==> src/rtl/pw_doppler_sequencer_pkg.sv <==
// Shared types and constants for the pulsed-wave Doppler sequencer:
// state encodings, debug state width and default carrier half-periods.
package pw_doppler_sequencer_pkg;

    localparam int SEQ_STATE_W = 3;
    localparam int CW          = 16;

    typedef enum logic [SEQ_STATE_W-1:0] {
        ST_IDLE   = 3'd0,
        ST_BURST  = 3'd1,
        ST_DELAY1 = 3'd2,
        ST_GATE   = 3'd3,
        ST_DEMOD  = 3'd4,
        ST_DELAY2 = 3'd5,
        ST_RETX   = 3'd6
    } seq_state_t;

    localparam int HP_F0_DEF        = 16;
    localparam int HP_F1_DEF        = 8;
    localparam int HP_F2_DEF        = 4;
    localparam int HP_F3_DEF        = 2;
    localparam int BURST_CYCLES_DEF = 4;

    function automatic logic [CW-1:0] hp_select(input logic [1:0]    freq,
                                                input logic [CW-1:0] hp0,
                                                input logic [CW-1:0] hp1,
                                                input logic [CW-1:0] hp2,
                                                input logic [CW-1:0] hp3);
        case (freq)
            2'd0:    return hp0;
            2'd1:    return hp1;
            2'd2:    return hp2;
            default: return hp3;
        endcase
    endfunction

endpackage

==> src/rtl/pw_doppler_sequencer_carrier.sv <==
// Carrier generator: half-period and period counters that produce the
// registered TX_P/TX_N burst and flag the last burst cycle.
module pw_carrier_gen
    import pw_doppler_sequencer_pkg::*;
(
    input  logic          clk,
    input  logic          rst_n,
    input  logic          i_start,
    input  logic          i_abort,
    input  logic [CW-1:0] i_hp,
    input  logic [CW-1:0] i_burst_cycles,
    input  logic [1:0]    i_tx_on,
    output logic          o_done,
    output logic          o_tx_p,
    output logic          o_tx_n
);

    logic [CW-1:0] r_hp_cnt;
    logic [CW-1:0] r_per_cnt;
    logic          r_phase;
    logic          r_active;
    logic          r_tx_p;
    logic          r_tx_n;

    assign o_done = r_active && r_phase && (r_hp_cnt == '0) && (r_per_cnt == '0);
    assign o_tx_p = r_tx_p;
    assign o_tx_n = r_tx_n;

    always_ff @(posedge clk or negedge rst_n) begin
        if (!rst_n) begin
            r_hp_cnt  <= '0;
            r_per_cnt <= '0;
            r_phase   <= 1'b0;
            r_active  <= 1'b0;
            r_tx_p    <= 1'b0;
            r_tx_n    <= 1'b0;
        end else if (i_abort) begin
            r_active <= 1'b0;
            r_phase  <= 1'b0;
            r_tx_p   <= 1'b0;
            r_tx_n   <= 1'b0;
        end else if (i_start) begin
            r_active  <= 1'b1;
            r_phase   <= 1'b0;
            r_hp_cnt  <= i_hp - CW'(1);
            r_per_cnt <= i_burst_cycles - CW'(1);
            r_tx_p    <= i_tx_on[0];
            r_tx_n    <= 1'b0;
        end else if (r_active) begin
            if (r_hp_cnt != '0) begin
                r_hp_cnt <= r_hp_cnt - CW'(1);
            end else begin
                r_hp_cnt <= i_hp - CW'(1);
                if (!r_phase) begin
                    r_phase <= 1'b1;
                    r_tx_p  <= 1'b0;
                    r_tx_n  <= i_tx_on[1];
                end else if (r_per_cnt == '0) begin
                    // Final half-period done: burst is over.
                    r_active <= 1'b0;
                    r_phase  <= 1'b0;
                    r_tx_p   <= 1'b0;
                    r_tx_n   <= 1'b0;
                end else begin
                    r_per_cnt <= r_per_cnt - CW'(1);
                    r_phase   <= 1'b0;
                    r_tx_p    <= i_tx_on[0];
                    r_tx_n    <= 1'b0;
                end
            end
        end
    end

endmodule

==> src/rtl/pw_doppler_sequencer.sv <==
// Pulsed-wave Doppler frame sequencer: FSM, per-frame shadow registers and
// one shared duration counter; the burst itself comes from pw_carrier_gen.
module pw_doppler_sequencer
    import pw_doppler_sequencer_pkg::*;
#(
    parameter int DW           = 16,
    parameter int HP_F0        = HP_F0_DEF,
    parameter int HP_F1        = HP_F1_DEF,
    parameter int HP_F2        = HP_F2_DEF,
    parameter int HP_F3        = HP_F3_DEF,
    parameter int BURST_CYCLES = BURST_CYCLES_DEF
) (
    input  logic                   CLK,
    input  logic                   RST_N,
    input  logic                   ENABLE,
    input  logic [1:0]             TX_ON,
    input  logic                   RX_ON,
    input  logic [1:0]             FREQUENCY,
    input  logic [7:0]             GATE_LENGTH,
    input  logic [DW-1:0]          STATE0VALUE,
    input  logic [DW-1:0]          STATE1VALUE,
    input  logic [DW-1:0]          STATE2VALUE,
    input  logic [DW-1:0]          STATERVALUE,
    output logic                   TX_P,
    output logic                   TX_N,
    output logic                   GATE,
    output logic                   SAMPLE,
    output logic                   DEMOD_EN,
    output logic                   FRAME_START,
    output logic [SEQ_STATE_W-1:0] SEQ_STATE,
    output logic                   BUSY
);

    seq_state_t    r_state;
    logic [DW-1:0] r_cnt;
    logic [1:0]    r_freq_sh;
    logic [1:0]    r_tx_on_sh;
    logic          r_rx_on_sh;
    logic [7:0]    r_gl_sh;
    logic [DW-1:0] r_s0_sh;
    logic [DW-1:0] r_s1_sh;
    logic [DW-1:0] r_s2_sh;
    logic [DW-1:0] r_sr_sh;
    logic          r_gate;
    logic          r_sample;
    logic          r_demod_en;
    logic          r_frame_start;
    logic          r_busy;

    logic          w_start;
    logic          w_abort;
    logic          w_done;
    logic [CW-1:0] w_hp;
    logic [1:0]    w_tx_on;

    // A duration of N lasts max(N,1) cycles: load N-1, saturating at zero.
    function automatic logic [DW-1:0] dur_load(input logic [DW-1:0] n);
        return (n == '0) ? '0 : n - DW'(1);
    endfunction

    assign w_start = ENABLE && ((r_state == ST_IDLE) ||
                                ((r_state == ST_RETX) && (r_cnt == '0)));
    assign w_abort = !ENABLE;

    // On the capture edge the shadows are not yet loaded, so feed the live inputs.
    assign w_hp    = hp_select(w_start ? FREQUENCY : r_freq_sh,
                               CW'(HP_F0), CW'(HP_F1), CW'(HP_F2), CW'(HP_F3));
    assign w_tx_on = w_start ? TX_ON : r_tx_on_sh;

    pw_carrier_gen u_carrier (
        .clk            (CLK),
        .rst_n          (RST_N),
        .i_start        (w_start),
        .i_abort        (w_abort),
        .i_hp           (w_hp),
        .i_burst_cycles (CW'(BURST_CYCLES)),
        .i_tx_on        (w_tx_on),
        .o_done         (w_done),
        .o_tx_p         (TX_P),
        .o_tx_n         (TX_N)
    );

    always_ff @(posedge CLK or negedge RST_N) begin
        if (!RST_N) begin
            r_state       <= ST_IDLE;
            r_cnt         <= '0;
            r_freq_sh     <= '0;
            r_tx_on_sh    <= '0;
            r_rx_on_sh    <= 1'b0;
            r_gl_sh       <= '0;
            r_s0_sh       <= '0;
            r_s1_sh       <= '0;
            r_s2_sh       <= '0;
            r_sr_sh       <= '0;
            r_gate        <= 1'b0;
            r_sample      <= 1'b0;
            r_demod_en    <= 1'b0;
            r_frame_start <= 1'b0;
            r_busy        <= 1'b0;
        end else begin
            r_frame_start <= 1'b0;
            r_sample      <= 1'b0;
            if (w_abort) begin
                r_state    <= ST_IDLE;
                r_cnt      <= '0;
                r_gate     <= 1'b0;
                r_demod_en <= 1'b0;
                r_busy     <= 1'b0;
            end else if (w_start) begin
                r_state       <= ST_BURST;
                r_freq_sh     <= FREQUENCY;
                r_tx_on_sh    <= TX_ON;
                r_rx_on_sh    <= RX_ON;
                r_gl_sh       <= GATE_LENGTH;
                r_s0_sh       <= STATE0VALUE;
                r_s1_sh       <= STATE1VALUE;
                r_s2_sh       <= STATE2VALUE;
                r_sr_sh       <= STATERVALUE;
                r_frame_start <= 1'b1;
                r_busy        <= 1'b1;
            end else begin
                case (r_state)
                    ST_BURST: begin
                        if (w_done) begin
                            r_state <= ST_DELAY1;
                            r_cnt   <= dur_load(r_s0_sh);
                        end
                    end
                    ST_DELAY1: begin
                        if (r_cnt == '0) begin
                            r_state  <= ST_GATE;
                            r_cnt    <= dur_load(DW'(r_gl_sh));
                            r_gate   <= 1'b1;
                            r_sample <= (r_gl_sh <= 8'd1);
                        end else begin
                            r_cnt <= r_cnt - DW'(1);
                        end
                    end
                    ST_GATE: begin
                        if (r_cnt == '0) begin
                            r_state    <= ST_DEMOD;
                            r_cnt      <= dur_load(r_s1_sh);
                            r_gate     <= 1'b0;
                            r_demod_en <= r_rx_on_sh;
                        end else begin
                            r_cnt    <= r_cnt - DW'(1);
                            r_sample <= (r_cnt == DW'(1));
                        end
                    end
                    ST_DEMOD: begin
                        if (r_cnt == '0) begin
                            r_state    <= ST_DELAY2;
                            r_cnt      <= dur_load(r_s2_sh);
                            r_demod_en <= 1'b0;
                        end else begin
                            r_cnt <= r_cnt - DW'(1);
                        end
                    end
                    ST_DELAY2: begin
                        if (r_cnt == '0) begin
                            r_state <= ST_RETX;
                            r_cnt   <= dur_load(r_sr_sh);
                        end else begin
                            r_cnt <= r_cnt - DW'(1);
                        end
                    end
                    ST_RETX: begin
                        r_cnt <= r_cnt - DW'(1);
                    end
                    default: begin
                        r_state <= ST_IDLE;
                    end
                endcase
            end
        end
    end

    assign GATE        = r_gate;
    assign SAMPLE      = r_sample;
    assign DEMOD_EN    = r_demod_en;
    assign FRAME_START = r_frame_start;
    assign SEQ_STATE   = r_state;
    assign BUSY        = r_busy;

endmodule
==> config.mk <==
export PLATFORM = sky130hd
export DESIGN_NAME = pw_doppler_sequencer
export DESIGN_NICKNAME = d
export VERILOG_FILES = /design/src/rtl/pw_doppler_sequencer_pkg.sv /design/src/rtl/pw_doppler_sequencer_carrier.sv /design/src/rtl/pw_doppler_sequencer.sv
export SDC_FILE = /design/constraint.sdc
export NUM_CORES = 1
export LEC_CHECK = 0
export ABC_AREA = 1
export CORE_MARGIN = 2
export CORE_UTILIZATION = 33
export CTS_CLUSTER_DIAMETER = 120
export DETAILED_ROUTE_END_ITERATION = 6
export GPL_TIMING_DRIVEN = 0
export PLACE_DENSITY = 0.49
export SLEW_MARGIN = 20
export SYNTH_ARGS = -nofsm -noshare
export SYNTH_HDL_FRONTEND = slang
export SYNTH_HIERARCHICAL = 1
export SYNTH_SLANG_ARGS = --single-unit
==> constraint.sdc <==
create_clock -name CLK -period 3.1 [get_ports CLK]
set_input_delay 0.31 -clock CLK [delete_from_list [all_inputs] [get_ports CLK]]
set_output_delay 0.31 -clock CLK [all_outputs]
set_load 0.02 [all_outputs]
==> impl_results.md, run 1 <==
- Fin crit period: 2.90 ns
- Start-to-end type of the worst setup path: reg2reg
- Status: finished, final reports clean
- Critical path buffers and inverters: 4
- Minimum hold slack: 0.403 ns
- Yosys warning total: 6
- Most common cell on crit path: sky130_fd_sc_hd__nor2_1
- Post-route DRC: 0
- Classification of the worst-slack hold path: in2async
- Maximum ir drop on the vdd rail: 0.000596 V
- Ratio of final minimum period to clock period: 93.5%
- Initial core utilization: 33.3%
- Synth Area per Inst: 6.44 um^2
- Endpoint kind of the worst setup timing path: flip-flop
- Final TNS setup: 0 ns
- Detail-routed via count per cell: 4.64
- Number of clock sinks: 137
- Setup slack of the most critical reg-to-reg path: 0.20 ns
- Global routing usage summed across all routing layers: 20.3%
- Floorplan row count: 63
- Destination of the worst register-to-register timing path: u_carrier/r_per_cnt[8]
- Multi-input gate area: 0.00578 mm^2
- Clock slew at reported path FFs: 0.06 ns
- Setup repair after global routing missed its margin: no
- Die Ht: 176 um
- Global placer's final weighted congestion: 0.867
- H-Tree Depth: 4
- Critical-path cell with the highest stage delay: sky130_fd_sc_hd__dfrtp_1
- Clock buffer count from CTS: 17
- Number of I/O port buffers: 89
- Ports: 90
- Delay of the slowest critical-path stage: 0.44 ns
- Data required time at the worst endpoint: 3.41 ns
- Synthesis-to-layout area growth: 24.4%
- Non-filler instance count after layout: 2089
- Highest achievable clock rate: 0.345 GHz
- Die extent in x: 176 um
- Global-route wire length before repair: 49500 um
- Count of filler cells inserted in the layout: 3162
- Leakage power summed over all cells: 6.16 nW
- Number of DRC markers after the initial detailed-route iteration: 672
- Register area share after synthesis: 34.9%
- PD cells: 1150 mW/mm^2
- #FFs+latches synth: 137
- Synth Instances: 1524
- Launch point of the worst reg-to-reg path: r_cnt[11]
- Register area: 0.00343 mm^2
- Setup slack of the critical path after layout: 0.203 ns
- CTS tree: built
- Inserted Diodes: 0
- First-pass iteration count of the detailed router: 6
- Netlist area before placement: 0.00982 mm^2
- Place WS: -0.448 ns
- Number of global-route vias before repair: 9438
- Worst clock skew: 0.0166 ns
- Wire length reported by the detailed router: 30400 um
- Critical path launch point: r_cnt[11]
- Number of library cell types mapped by synthesis: 42
- Area of the die: 0.0311 mm^2
- Final hold vios: 0
- Number of endpoints failing setup at the final stage: 0
- Worst slew slack as a fraction of its limit: 60.3%
- Avg WL per Cell: 14.5 um
- Clock latency reported for the late side of the worst-skew pair: 0.43 ns
- Transition time at the pin with the least slew margin: 0.593 ns
- Yosys top cell area share: 34.9%
- Max-slew violation total from the final report: 0
- Via Count: 9692
- Post-detail-place hpwl: 23400 um
- Capturing element of the worst setup path: u_carrier/r_per_cnt[8]
- R2R depth: 17
- Placeable Area: 0.0295 mm^2
- Maximum number of pins on one net before global-route repair: 82
- Total stage count of the critical path: 17
- Cell-by-cell listing of the critical path: nor2_1 > nand2_1 > nor2_1 > nand2_2 > o21ai_4 > nand2_4 > inv_8 > buf_12 > inv_2 > buf_6 > o21ai_1 > ha_2 > nand2_2 > nor2_4 > nor2_1 > o21ai_1 > nand2_1
- Instance count after placement with tap cells included: 2052
- Critical path peak fanout: 11
- CP Launch Type: flip-flop
- Max Cap Violations: 0
- Net count, final: 1782
- Post-route ant nets: 0
- Share of final-layout standard cells stronger than drive strength 1: 7.06%
- Critical path's top delay family: simple AND/OR/NAND/NOR gates
- Clock tree root buffer cell: sky130_fd_sc_hd__clkbuf_16
- Area leader, netlist: sky130_fd_sc_hd__dfrtp_1
- Data arrival, critical path: 3.21 ns
- Remaining global-route overflow: 0
- Antenna violations before repair: 0
- Leading post-synthesis cells by cell area: sky130_fd_sc_hd__dfrtp_1 (35%), sky130_fd_sc_hd__nand2_1 (22%), sky130_fd_sc_hd__nor2_1 (8.0%)
- Buffers from clock root to sink, at most: 2
-- kinds of logic after synthesis --
family                     after synthesis  synth area share [%]
and+or+nand+nor                        972                  40.9
AOI/OAI and AO/OA                      143                  8.16
DFF                                    137                  34.9
other                                    2                0.0765
adders and majority gates               16                  2.04
buffers and inverters                  194                  8.51
xor gates and xnor gates                60                  5.35
-- registers in the layout, summed over array words and instances, names as in the netlist --
name                 count
BUSY                     1
DEMOD_EN                 1
FRAME_START              1
GATE                     1
SAMPLE                   1
SEQ_STATE                3
r_cnt                   16
r_freq_sh                2
r_gl_sh                  8
r_rx_on_sh               1
r_s0_sh                 16
r_s1_sh                 16
r_s2_sh                 16
r_sr_sh                 16
r_tx_on_sh               2
u_carrier/o_tx_n         1
u_carrier/o_tx_p         1
u_carrier/r_active       1
u_carrier/r_hp_cnt      16
u_carrier/r_per_cnt     16
u_carrier/r_phase        1
-- worst min-delay path by stage --
stage | start | endpoint | slack (ns) | depth (start not counted)
3_5_place_dp | RST_N | r_s2_sh[4] | 0.27 | 1
3_3_place_gp | r_tx_on_sh[0] | r_tx_on_sh[0] | 0.46 | 2
4_1_cts | STATE0VALUE[2] | r_s0_sh[2] | 0.40 | 3
2_1_floorplan | RST_N | BUSY | 0.01 | 0
5_1_grt | STATE0VALUE[6] | r_s0_sh[6] | 0.42 | 3
6_report | RST_N | r_s2_sh[4] | 0.40 | 2
-- cell usage after synthesis (all sizes together) --
cell	count
nand2	572
nor2	227
inv	162
dfrtp	137
nand3	129
o21ai	99
xor2	49
buf	23
a21oi	21
ha	16
nand4	12
xnor2	11
o211ai	9
nand3b	8
nor3	8
or2	8
clkbuf	7
o21bai	6
and2	3
nor3b	3
o21a	3
o31ai	3
clkinv	2
conb	2
nor4	2
a31oi	1
a32o	1
-- area by class of cell --
type,instances,area share [%]
inverters,164,5.10
clock inverters,11,1.57
clock buffers,21,3.93
plain buffers,29,1.81
well taps,390,4.00
repair buffers,96,8.15
multi-input cells,1241,47.4
flip-flops and latches,137,28.1
-- metal layers --
metal	GRT usage, %	up-vias	share of wire [%]	wire length, um
met3	3.53	28	3.8	1160
met2	34.1	189	48	14500
li1	-	5056	-	-
met4	5.89	0	1.9	587
met1	26.8	4419	47	14200
met5	0	-	0	0
-- placed cells by master, fill, tap and decap left out, drive strengths merged, types with 6 or more instances in the layout --
master and count:
clkbuf 28, dfrtp 137, conb 50, xnor2 11
buf 28, clkdlybuf4s50 88, nor2 227, a21oi 21
nand4 12, nor3 8, nand3 129, inv 162
or2 8, xor2 49, o211ai 9, ha 16
o21bai 6, o21ai 99, nand3b 8, nand2 572
-- worst register-to-register path: cells and delay by family, from the launching register on --
family / cells / cell delay, ns
flip-flops: 1 / 0.44
AND/OR/NAND/NOR: 9 / 1.04
buffers and inverters: 4 / 0.57
AO/OA/AOI/OAI: 3 / 0.50
adder cells (fa/ha/maj): 1 / 0.25
-- stage by stage --
stage | power, W | util [%] | instance area (um^2)
5_1_grt | 0.0153 | 41.4 | 12200
4_1_cts | 0.0140 | 41.2 | 12200
2_1_floorplan | 0.00915 | - | 10000
6_report | 0.0140 | 41.4 | 12200
3_3_place_gp | 0.0114 | 38.6 | 11400
3_5_place_dp | 0.0114 | 38.7 | 11400
-- report_power, final --
group          internal (W)  switching (W)
sequential          0.00261       0.000835
clock               0.00151       0.000836
combinational       0.00280        0.00540
total               0.00693        0.00707
-- repair_timing --
item / 4_1_cts / 5_1_grt
hold endpoints to repair: 56 / 0
cloned: 1 / 0
pin swaps: 2 / 3
buffers inserted: 2 / 2
setup endpoints to repair: 27 / 14
hold buffers: 1 / 0
resized for setup: 8 / 15
No activity file was read; power rests on OpenSTA's default activity.
==> run 2: changes to the inputs <==
--- a/config.mk
+++ b/config.mk
@@ -10,8 +10,9 @@
 export CORE_UTILIZATION = 33
 export CTS_CLUSTER_DIAMETER = 120
 export DETAILED_ROUTE_END_ITERATION = 6
+export DONT_BUFFER_PORTS = 1
 export GPL_TIMING_DRIVEN = 0
-export PLACE_DENSITY = 0.49
+export PLACE_DENSITY = 0.45
 export SLEW_MARGIN = 20
 export SYNTH_ARGS = -nofsm -noshare
 export SYNTH_HDL_FRONTEND = slang
==> constraint.sdc (replaced) <==
create_clock -name CLK -period 3.4 [get_ports CLK]
set_input_delay 0.34 -clock CLK [delete_from_list [all_inputs] [get_ports CLK]]
set_output_delay 0.34 -clock CLK [all_outputs]
set_load 0.02 [all_outputs]
==> impl_results.md, run 2 (synthesis gave the netlist of run 1 again) <==
- Status: finished with violations
- Violated checks: hold timing
- CTS tree: built
- CP Launch Type: flip-flop
- Critical path peak fanout: 11 (unchanged)
- Top library cells by usage in the layout, fill and taps aside: sky130_fd_sc_hd__nand2_1 (563), sky130_fd_sc_hd__nor2_1 (208), sky130_fd_sc_hd__inv_1 (150)
- Post-detail-place hpwl: 23600 um (+0.69%)
- Setup repair after global routing missed its margin: no
- Number of I/O port buffers: 0 (-100%)
- Fin crit period: 3.12 ns (+0.218 ns)
- Post-route ant nets: 0 (unchanged)
- Most common library cell in the layout ignoring fill and taps: sky130_fd_sc_hd__nand2_1
- Number of hold buffers added after cts: 9 (+8)
- Number of clock sinks: 137 (unchanged)
- Max Cap Violations: 0 (unchanged)
- Launch point of the worst reg-to-reg path: r_cnt[0]
- Buffers from clock root to sink, at most: 2 (unchanged)
- Data required time at the worst endpoint: 3.72 ns (+0.31 ns)
- Initial core utilization: 33.3% (unchanged)
- Ratio of final minimum period to clock period: 91.6% (-1.8 points)
- Worst clock skew: 0.00920 ns (-0.00735 ns)
- Net count, final: 1697 (-4.8%)
- Maximum ir drop on the vdd rail: 0.000441 V (-26%)
- Clock latency reported for the late side of the worst-skew pair: 0.44 ns (about the same)
- R2R depth: 18 (+1)
- Setup slack of the critical path after layout: 0.285 ns (+0.0821 ns)
- Global placer's final weighted congestion: 0.853 (-1.6%)
- Detail-routed via count per cell: 4.66 (+0.37%)
- PD cells: 1090 mW/mm^2 (-4.6%)
- Final hold vios: 137 (+137)
- Transition time at the pin with the least slew margin: 0.558 ns (-0.0349 ns)
- First-pass iteration count of the detailed router: 6 (unchanged)
- Global routing usage summed across all routing layers: 20.5% (+0.15 points)
- Placeable Area: 0.0295 mm^2 (unchanged)
- Number of endpoints failing setup at the final stage: 0 (unchanged)
- Remaining global-route overflow: 0 (unchanged)
- Number of DRC markers after the initial detailed-route iteration: 586 (-13%)
- Clock buffer count from CTS: 17 (unchanged)
- Die Ht: 176 um (unchanged)
- Antenna violations before repair: 0 (unchanged)
- Die extent in x: 176 um (unchanged)
- Wire length reported by the detailed router: 30900 um (+1.7%)
- Count of filler cells inserted in the layout: 3283 (+3.8%)
- Ports: 90 (unchanged)
- Destination of the worst register-to-register timing path: u_carrier/r_per_cnt[8]
- Share of final-layout standard cells stronger than drive strength 1: 6.94% (-0.12 points)
- Minimum hold slack: -0.399 ns (-0.802 ns)
- Start-to-end type of the worst setup path: reg2reg
- H-Tree Depth: 4 (unchanged)
- Data arrival, critical path: 3.44 ns (+0.23 ns)
- Endpoint kind of the worst setup timing path: flip-flop
- Maximum number of pins on one net before global-route repair: 138 (+68%)
- Total non-filler cell area in the finished layout: 0.0112 mm^2 (-8.3%)
- Worst slew slack as a fraction of its limit: 62.7% (+2.3 points)
- Highest achievable clock rate: 0.321 GHz (-7.0%)
- Final TNS setup: 0 ns (unchanged)
- Synthesis-to-layout area growth: 14.1%
- Place WS: -0.390 ns (+0.0579 ns)
- Global-route wire length before repair: 49400 um (-0.17%)
- Clock tree root buffer cell: sky130_fd_sc_hd__clkbuf_16
- Placement Cell Area: 0.0105 mm^2 (-8.1%)
- Multi-input gate area: 0.00575 mm^2 (-0.56%)
- Avg WL per Cell: 15.4 um (+6.0%)
- Inserted Diodes: 0 (unchanged)
- Leakage power summed over all cells: 5.77 nW (-6.4%)
- Setup slack of the most critical reg-to-reg path: 0.28 ns (+0.08 ns)
- Classification of the worst-slack hold path: in2async
- Max-slew violation total from the final report: 0 (unchanged)
- Clock slew at reported path FFs: 0.07 ns (about the same)
- Post-route DRC: 0 (unchanged)
- Floorplan row count: 63 (unchanged)
- Register area: 0.00343 mm^2 (+0.11%)
- Via Count: 9332 (-3.7%)
- Number of global-route vias before repair: 9130 (-3.3%)
- Area of the die: 0.0311 mm^2 (unchanged)
[run 2: power by group]
group          internal, W  switching, W
Combinational      0.00237       0.00481
Clock             0.000979      0.000896
Sequential         0.00238      0.000820
Total              0.00572       0.00653
[run 2: worst max path at each step]
stage,start,to,slack [ns]
global route,r_cnt[0],u_carrier/r_per_cnt[8],0.01
finish,r_cnt[0],u_carrier/r_per_cnt[8],0.28
CTS,r_cnt[0],u_carrier/r_per_cnt[8],0.02
floorplan,SEQ_STATE[1],u_carrier/r_per_cnt[8],0.61
global placement,SEQ_STATE[1],u_carrier/r_per_cnt[8],-0.38
detailed placement,SEQ_STATE[1],u_carrier/r_per_cnt[8],-0.39
[run 2: per-stage QoR]
| step | total power, W | cells | util (%) |
|---|---|---|---|
| floorplan | 0.00834 | 1572 | - |
| global placement | 0.0103 | 1962 | 35.6 |
| detailed placement | 0.0103 | 1962 | 35.6 |
| CTS | 0.0123 | 2004 | 37.9 |
| global route | 0.0135 | 2004 | 38.0 |
| finish | 0.0123 | 2004 | 38.0 |
[run 2: final cells by class]
class / instances / share of cell area [%]
repair buffers: 11 / 1.09
well taps: 390 / 4.36
flip-flops and latches: 137 / 30.6
clock buffers: 17 / 3.80
inverters: 164 / 5.52
clock inverters: 15 / 1.32
multi-input cells: 1241 / 51.3
plain buffers: 29 / 1.94
[run 2: per-layer routing]
layer	vias up	routed length (um)	GRT usage, %
met3	14	1460	4.41
met2	141	14900	35.0
li1	4880	-	-
met5	-	0	0
met1	4297	14200	26.3
met4	0	361	4.92
[run 2: timing repair]
item	in CTS	in global routing
endpoints found under the setup margin	19	13
gates cloned	0	1
endpoints found under the hold margin	146	137
pin swaps	1	1
resized for setup	9	5
setup buffers	1	0
[run 2: worst max-delay path, stage by stage (launching register included)]
cell and delay (ns):
sky130_fd_sc_hd__dfrtp_2 0.46, sky130_fd_sc_hd__inv_2 0.10, sky130_fd_sc_hd__ha_1 0.14, sky130_fd_sc_hd__nand2_1 0.05
sky130_fd_sc_hd__nor2_1 0.13, sky130_fd_sc_hd__nand2_2 0.12, sky130_fd_sc_hd__o21ai_4 0.22, sky130_fd_sc_hd__nand2_4 0.12
sky130_fd_sc_hd__inv_4 0.16, sky130_fd_sc_hd__buf_12 0.18, sky130_fd_sc_hd__inv_2 0.11, sky130_fd_sc_hd__buf_6 0.16
sky130_fd_sc_hd__o21ai_1 0.18, sky130_fd_sc_hd__ha_2 0.24, sky130_fd_sc_hd__nand2_1 0.13, sky130_fd_sc_hd__nor2_4 0.17
sky130_fd_sc_hd__nor2_1 0.06, sky130_fd_sc_hd__o21ai_1 0.19, sky130_fd_sc_hd__nand2_1 0.07
